**config.mk**
```make
export PLATFORM = sky130hd
export DESIGN_NAME = simplex_tableau_loader
export DESIGN_NICKNAME = d
export VERILOG_FILES = /design/src/rtl/simplex_tableau_loader.sv
export SDC_FILE = /design/constraint.sdc
export NUM_CORES = 1
export LEC_CHECK = 0
export CORE_MARGIN = 2
export CORE_UTILIZATION = 39
export DETAILED_ROUTE_END_ITERATION = 8
export PLACE_DENSITY = 0.78
export SYNTH_ARGS = -nofsm -noshare
export SYNTH_HDL_FRONTEND = slang
export SYNTH_SLANG_ARGS = --single-unit
```
**constraint.sdc**
```tcl
create_clock -name clk_i -period 2.1 [get_ports clk_i]
set_input_delay 0.42 -clock clk_i [delete_from_list [all_inputs] [get_ports clk_i]]
set_output_delay 0.42 -clock clk_i [all_outputs]
set_load 0.005 [all_outputs]
```
**src/rtl/simplex_tableau_loader.sv**
```systemverilog
// Streams an LP problem (A, b, f) in and writes the full initial simplex tableau,
// one cell per cycle: coefficients, slack identity, negated objective and zero fill.
module simplex_tableau_loader #(
    parameter int DATA_WIDTH = 32,
    parameter int NCOEFMAX   = 2,
    parameter int NREQMAX    = 1,
    parameter int NRLEQMAX   = 1
) (
    input  logic                                          clk_i,
    input  logic                                          rstn_i,
    input  logic                                          start_i,
    input  logic [$clog2(NCOEFMAX+1)-1:0]                 ncoef_i,
    input  logic [$clog2(NRLEQMAX+1)-1:0]                 nrleq_i,
    input  logic [$clog2(NREQMAX+1)-1:0]                  nreq_i,
    input  logic [DATA_WIDTH-1:0]                         s_data_i,
    input  logic                                          s_valid_i,
    output logic                                          s_ready_o,
    output logic                                          wr_en_o,
    output logic [$clog2(NREQMAX+NRLEQMAX+1)-1:0]         wr_row_o,
    output logic [$clog2(NCOEFMAX+NRLEQMAX+1)-1:0]        wr_col_o,
    output logic [DATA_WIDTH-1:0]                         wr_data_o,
    output logic                                          busy_o,
    output logic                                          done_o,
    output logic                                          err_o
);

    localparam int NROWS = NREQMAX + NRLEQMAX;
    localparam int NCOLS = NCOEFMAX + NRLEQMAX + 1;
    localparam int RW    = $clog2(NROWS + 1);
    localparam int CW    = $clog2(NCOLS);
    localparam logic [DATA_WIDTH-1:0] FP_ONE = DATA_WIDTH'(32'h3F80_0000);

    typedef enum logic [1:0] {
        S_IDLE,
        S_LOAD,
        S_FLUSH
    } state_t;

    state_t r_state;
    state_t w_next;

    logic [RW-1:0]                      r_row;
    logic [CW-1:0]                      r_col;
    logic [$clog2(NCOEFMAX+1)-1:0]      r_ncoef;
    logic [$clog2(NRLEQMAX+1)-1:0]      r_nrleq;
    logic [$clog2(NREQMAX+1)-1:0]       r_nreq;
    logic                               r_wr_en;
    logic [RW-1:0]                      r_wr_row;
    logic [CW-1:0]                      r_wr_col;
    logic [DATA_WIDTH-1:0]              r_wr_data;
    logic                               r_done;
    logic                               r_err;

    logic [31:0]            w_r;
    logic [31:0]            w_c;
    logic [31:0]            w_nc;
    logic [31:0]            w_nl;
    logic [31:0]            w_ne;
    logic [31:0]            w_eqk;
    logic [31:0]            w_slk;
    logic                   w_legal;
    logic                   w_start_ok;
    logic                   w_is_obj;
    logic                   w_leq_act;
    logic                   w_eq_act;
    logic                   w_con_act;
    logic                   w_is_rhs;
    logic                   w_is_slack;
    logic                   w_src;
    logic                   w_last;
    logic                   w_handled;
    logic [DATA_WIDTH-1:0]  w_cell;

    // Cell classification, all done in 32-bit space to keep compares width-clean.
    assign w_r   = 32'(r_row);
    assign w_c   = 32'(r_col);
    assign w_nc  = 32'(r_ncoef);
    assign w_nl  = 32'(r_nrleq);
    assign w_ne  = 32'(r_nreq);
    assign w_eqk = w_r - 32'(NRLEQMAX);
    assign w_slk = w_c - 32'(NCOEFMAX);

    assign w_legal    = (32'(ncoef_i) <= 32'(NCOEFMAX)) &&
                        (32'(nrleq_i) <= 32'(NRLEQMAX)) &&
                        (32'(nreq_i)  <= 32'(NREQMAX));
    assign w_start_ok = (r_state == S_IDLE) && start_i && !r_done;

    assign w_is_obj   = (w_r == 32'(NROWS));
    assign w_leq_act  = (w_r < 32'(NRLEQMAX)) && (w_r < w_nl);
    assign w_eq_act   = (w_r >= 32'(NRLEQMAX)) && !w_is_obj && (w_eqk < w_ne);
    assign w_con_act  = w_leq_act || w_eq_act;
    assign w_is_rhs   = (w_c == 32'(NCOLS - 1));
    assign w_is_slack = (w_c >= 32'(NCOEFMAX)) && !w_is_rhs;
    assign w_src      = (w_con_act && ((w_c < w_nc) || w_is_rhs)) ||
                        (w_is_obj && (w_c < w_nc));
    assign w_last     = w_is_obj && w_is_rhs;

    // State register
    always_ff @(posedge clk_i or negedge rstn_i) begin
        if (!rstn_i) begin
            r_state <= S_IDLE;
        end else begin
            r_state <= w_next;
        end
    end

    // Next-state logic
    always_comb begin
        w_next = r_state;
        case (r_state)
            S_IDLE:  if (w_start_ok && w_legal) w_next = S_LOAD;
            S_LOAD:  if (w_handled && w_last)   w_next = S_FLUSH;
            S_FLUSH: w_next = S_IDLE;
            default: w_next = S_IDLE;
        endcase
    end

    // Output / cell-data logic
    always_comb begin
        s_ready_o = 1'b0;
        w_handled = 1'b0;
        w_cell    = '0;
        if (r_state == S_LOAD) begin
            s_ready_o = w_src;
            w_handled = w_src ? s_valid_i : 1'b1;
        end
        if (w_src) begin
            w_cell = s_data_i;
            // Maximisation objective enters the tableau as -f: flip the sign bit only.
            if (w_is_obj) w_cell[DATA_WIDTH-1] = ~s_data_i[DATA_WIDTH-1];
        end else if (w_is_slack && w_leq_act && (w_r == w_slk)) begin
            w_cell = FP_ONE;
        end
    end

    // Pointer, latched configuration and registered write port
    always_ff @(posedge clk_i or negedge rstn_i) begin
        if (!rstn_i) begin
            r_row     <= '0;
            r_col     <= '0;
            r_ncoef   <= '0;
            r_nrleq   <= '0;
            r_nreq    <= '0;
            r_wr_en   <= 1'b0;
            r_wr_row  <= '0;
            r_wr_col  <= '0;
            r_wr_data <= '0;
            r_done    <= 1'b0;
            r_err     <= 1'b0;
        end else begin
            r_wr_en <= w_handled;
            r_done  <= (r_state == S_FLUSH);
            r_err   <= w_start_ok && !w_legal;
            if (w_handled) begin
                r_wr_row  <= r_row;
                r_wr_col  <= r_col;
                r_wr_data <= w_cell;
            end
            if (w_start_ok && w_legal) begin
                r_ncoef <= ncoef_i;
                r_nrleq <= nrleq_i;
                r_nreq  <= nreq_i;
                r_row   <= '0;
                r_col   <= '0;
            end else if (w_handled) begin
                if (w_is_rhs) begin
                    r_col <= '0;
                    r_row <= w_last ? '0 : r_row + RW'(1);
                end else begin
                    r_col <= r_col + CW'(1);
                end
            end
        end
    end

    assign wr_en_o   = r_wr_en;
    assign wr_row_o  = r_wr_row;
    assign wr_col_o  = r_wr_col;
    assign wr_data_o = r_wr_data;
    assign done_o    = r_done;
    assign err_o     = r_err;
    assign busy_o    = (r_state != S_IDLE) || r_done;

endmodule

```
==> impl_metrics.ini <==
[grt]
grt_first_pass_wirelength_mm = 8.68
overflow = 0
antenna_found_initial = 0
grt_pass1_vias = 1754
grt_usage_pct = 18.4
grt_max_degree = 50

[floorplan]
core.rowCount = 26
core_area_sq_um = 5170
initial_utilization_pct = 40.7
die_w_um = 77.5
die_y_um = 77.5
io_pins = 81
die-area_sq_um = 6010

[timing]
hold_violations = 0
fin_skew_ns = 0.00430
finalCritPeriodShare_pct = 108
rsz0062_at_grt = true
slew_headroom_pct = 57.7
fin_hold_ws_ns = 0.196
layout_min_cycle_time_ns = 2.27
tns_ns = -2.29
postLayoutSetupSlackWorst_ns = -0.173
maxSlewViolCount = 0
worstMarginPinSlew_ns = 0.635
fmax_mhz = 440
setup_viol = 33

[detailed_routing]
drc = 0
viasPerCell = 5.32
dr.first_iter.drc_count = 87
wirelength_mm = 5.90
vias = 1839
antenna_left = 0
first_pass_iters = 4
wl_per_cell_um = 17.1

[clocking]
cts_hold_buf = 0
clockBufferDepth = 2
cts_root_buf = clkbuf_8
numCtsBuffers = 5
cts.htree.levels = 2
clock-sinks = 49
cts_tree = built
clkSlewWorstSetupHoldPaths_ns = 0.08
clk_latency_ns = 0.30

[setup_path]
cp-start-kind = flip-flop
worstReg2RegStart = r_row[1]$_DFFE_PN0P_
cp_data_required_time_ns = 1.68
arrival_ns = 1.85
worstReg2RegEnd = r_row[1]$_DFFE_PN0P_
critPathMaxFanout = 3
reg2reg_setup_slack_ns = -0.13
criticalPathCategory = reg2out
reg2reg_depth = 8
end_kind = primary output

[logic_synthesis]
synth-seq-area-share_pct = 58.2
synth_seq_cells = 49
synth.area.top_cells = dfrtp_1, a22o_1, ha_1
synth.distinct_cells = 36
syn_nets = 218
synthCells = 171
synthArstFlopShare_pct = 100
syn_avg_cell_area_sq_um = 12.3
ys_warn_count = 0
synth_area_sq_um = 2110
synth_top_area_share_pct = 58.2
ys.flop_type = dfrtp_1
synth_area_leader_cell = dfrtp_1
synth_edf_count = 0

[layout]
stdcell_count = 346
drive_above_1_share_pct = 22.5
multi_input_area_sq_um = 946
nNetsFinal = 322
areaGrowthSynthToFinish_pct = 64.5
num_antenna_cells = 0
nFillCells = 366
ff_latch_area_sq_um = 1230

[placed_design]
place_ws_ns = -0.178
place_inst = 332
dp_hpwl_mm = 3.63
gp_congestion = 0.759
place.port_buffers = 80

[min_path]
hp-class = in2async

[pwr]
peakVddDrop_v = 0.000699
p_int_mw = 3.01
switching_share_pct = 34.9
sequentialPowerShare_pct = 30.1
p_clk_share_pct = 14.9
leakage_nw = 1.51
p_switching_mw = 1.62
share_comb_of_total_power_pct = 55.0
power_density_nw_per_um2 = 1340
total_power_mw = 4.63

[outcome]
status = finished, violations left
violations = negative setup slack

[flow_run]
max-cap-violations = 0
what timing repair did:
action	4_1_cts	5_1_grt
resized for setup	32	14
pin swaps	6	4
buffers inserted	3	2
endpoints found under the setup margin	43	44
hold endpoints to repair	0	0
gates cloned	1	3
Yosys cell counts, types with 2 or more instances:
cell type / count
dfrtp_1: 49
nand3_1: 2
nor2_1: 3
a21oi_1: 14
ha_1: 7
nor3_1: 2
o21ai_0: 4
mux2_2: 4
a22o_1: 25
nand2b_1: 2
buf_6: 2
inv_1: 14
nor2b_1: 3
nand2_1: 9
buf_4: 4
a2111oi_0: 7
layout make-up:
type                    instances  area share (%)
flip-flops and latches         49            35.4
repair buffers                103            30.0
multi-input cells             102            27.3
well taps                      70            2.53
clock buffers                   7            2.49
inverters                      14            1.52
clock inverters                 1           0.866
critical path, cell delays in order, from the launching register on:
cell      delay, ns
dfrtp_1        0.40
inv_2          0.11
ha_4           0.20
and4bb_2       0.24
a211oi_4       0.24
a21oi_2        0.06
and2_1         0.16
buf_2          0.13
cell usage in the layout, fill, tap and decap left out, types with 2 or more instances in the layout:
| cell | synthesis | routed |
|---|---|---|
| a2111oi_2 | 0 | 4 |
| a2111oi_4 | 0 | 2 |
| a211oi_4 | 1 | 3 |
| a21oi_1 | 14 | 12 |
| a21oi_2 | 1 | 3 |
| a22o_1 | 25 | 25 |
| buf_12 | 0 | 2 |
| buf_2 | 1 | 2 |
| buf_4 | 4 | 16 |
| buf_6 | 2 | 2 |
| clkbuf_16 | 0 | 2 |
| clkbuf_8 | 0 | 6 |
| clkdlybuf4s50_1 | 0 | 78 |
| dfrtp_1 | 49 | 49 |
| ha_1 | 7 | 4 |
| ha_4 | 0 | 2 |
| inv_1 | 14 | 12 |
| inv_2 | 0 | 2 |
| mux2_2 | 4 | 3 |
| nand2_1 | 9 | 9 |
| nand2b_1 | 2 | 2 |
| nand3_1 | 2 | 2 |
| nor2_1 | 3 | 3 |
| nor2b_1 | 3 | 2 |
| o21ai_0 | 4 | 3 |
metrics by stage:
stage / util [%] / area [sq um]
6_report: 67.0 / 3470
3_5_place_dp: 59.6 / 3080
2_1_floorplan: - / 2110
4_1_cts: 64.2 / 3320
5_1_grt: 67.0 / 3470
3_3_place_gp: 59.6 / 3080
flip-flops by register name (all words and copies together) (netlist names):
register,count
done_o,1
err_o,1
r_col,2
r_ncoef,2
r_nreq,1
r_nrleq,1
r_row,2
r_state,2
wr_col_o,2
wr_data_o,32
wr_en_o,1
wr_row_o,2
power by group through the flow:
stage / Clock, mW / Sequential, mW / Combinational, mW
after global placement: 0 / 1.40 / 1.85
after CTS: 0.697 / 1.39 / 2.19
after global routing: 0.741 / 1.43 / 2.74
final: 0.691 / 1.39 / 2.55
after detailed placement: 0 / 1.41 / 1.89
after floorplan: 0 / 1.43 / 0.925
routing by layer:
layer  up-vias  routed length (um)  GRT usage (%)
met5         -                   0              0
met4         0                 132           6.43
met3        15                 447           5.23
met2        90                2870           29.6
met1       899                2450           23.9
li1        835                   -              -
logic make-up after synthesis:
family | count (synthesis) | synth area share (%)
AO/OA/AOI/OAI | 57 | 21.1
XOR/XNOR | 1 | 0.416
adder cells (fa/ha/maj) | 7 | 4.16
buffers and inverters | 22 | 5.40
flip-flops | 49 | 58.2
multiplexers | 4 | 2.14
AND/OR/NAND/NOR | 31 | 8.55
worst max-delay path by stage:
stage | from | endpoint | cells past startpoint
after floorplan | r_row[0]$_DFFE_PN0P_ | wr_data_o[31]$_DFFE_PN0P_ | 9
after global placement | r_row[0]$_DFFE_PN0P_ | s_ready_o | 7
after detailed placement | r_row[1]$_DFFE_PN0P_ | s_ready_o | 7
after CTS | r_row[1]$_DFFE_PN0P_ | s_ready_o | 7
after global routing | r_row[0]$_DFFE_PN0P_ | s_ready_o | 8
final | r_row[1]$_DFFE_PN0P_ | s_ready_o | 7
(Power assumes the default switching activity.)
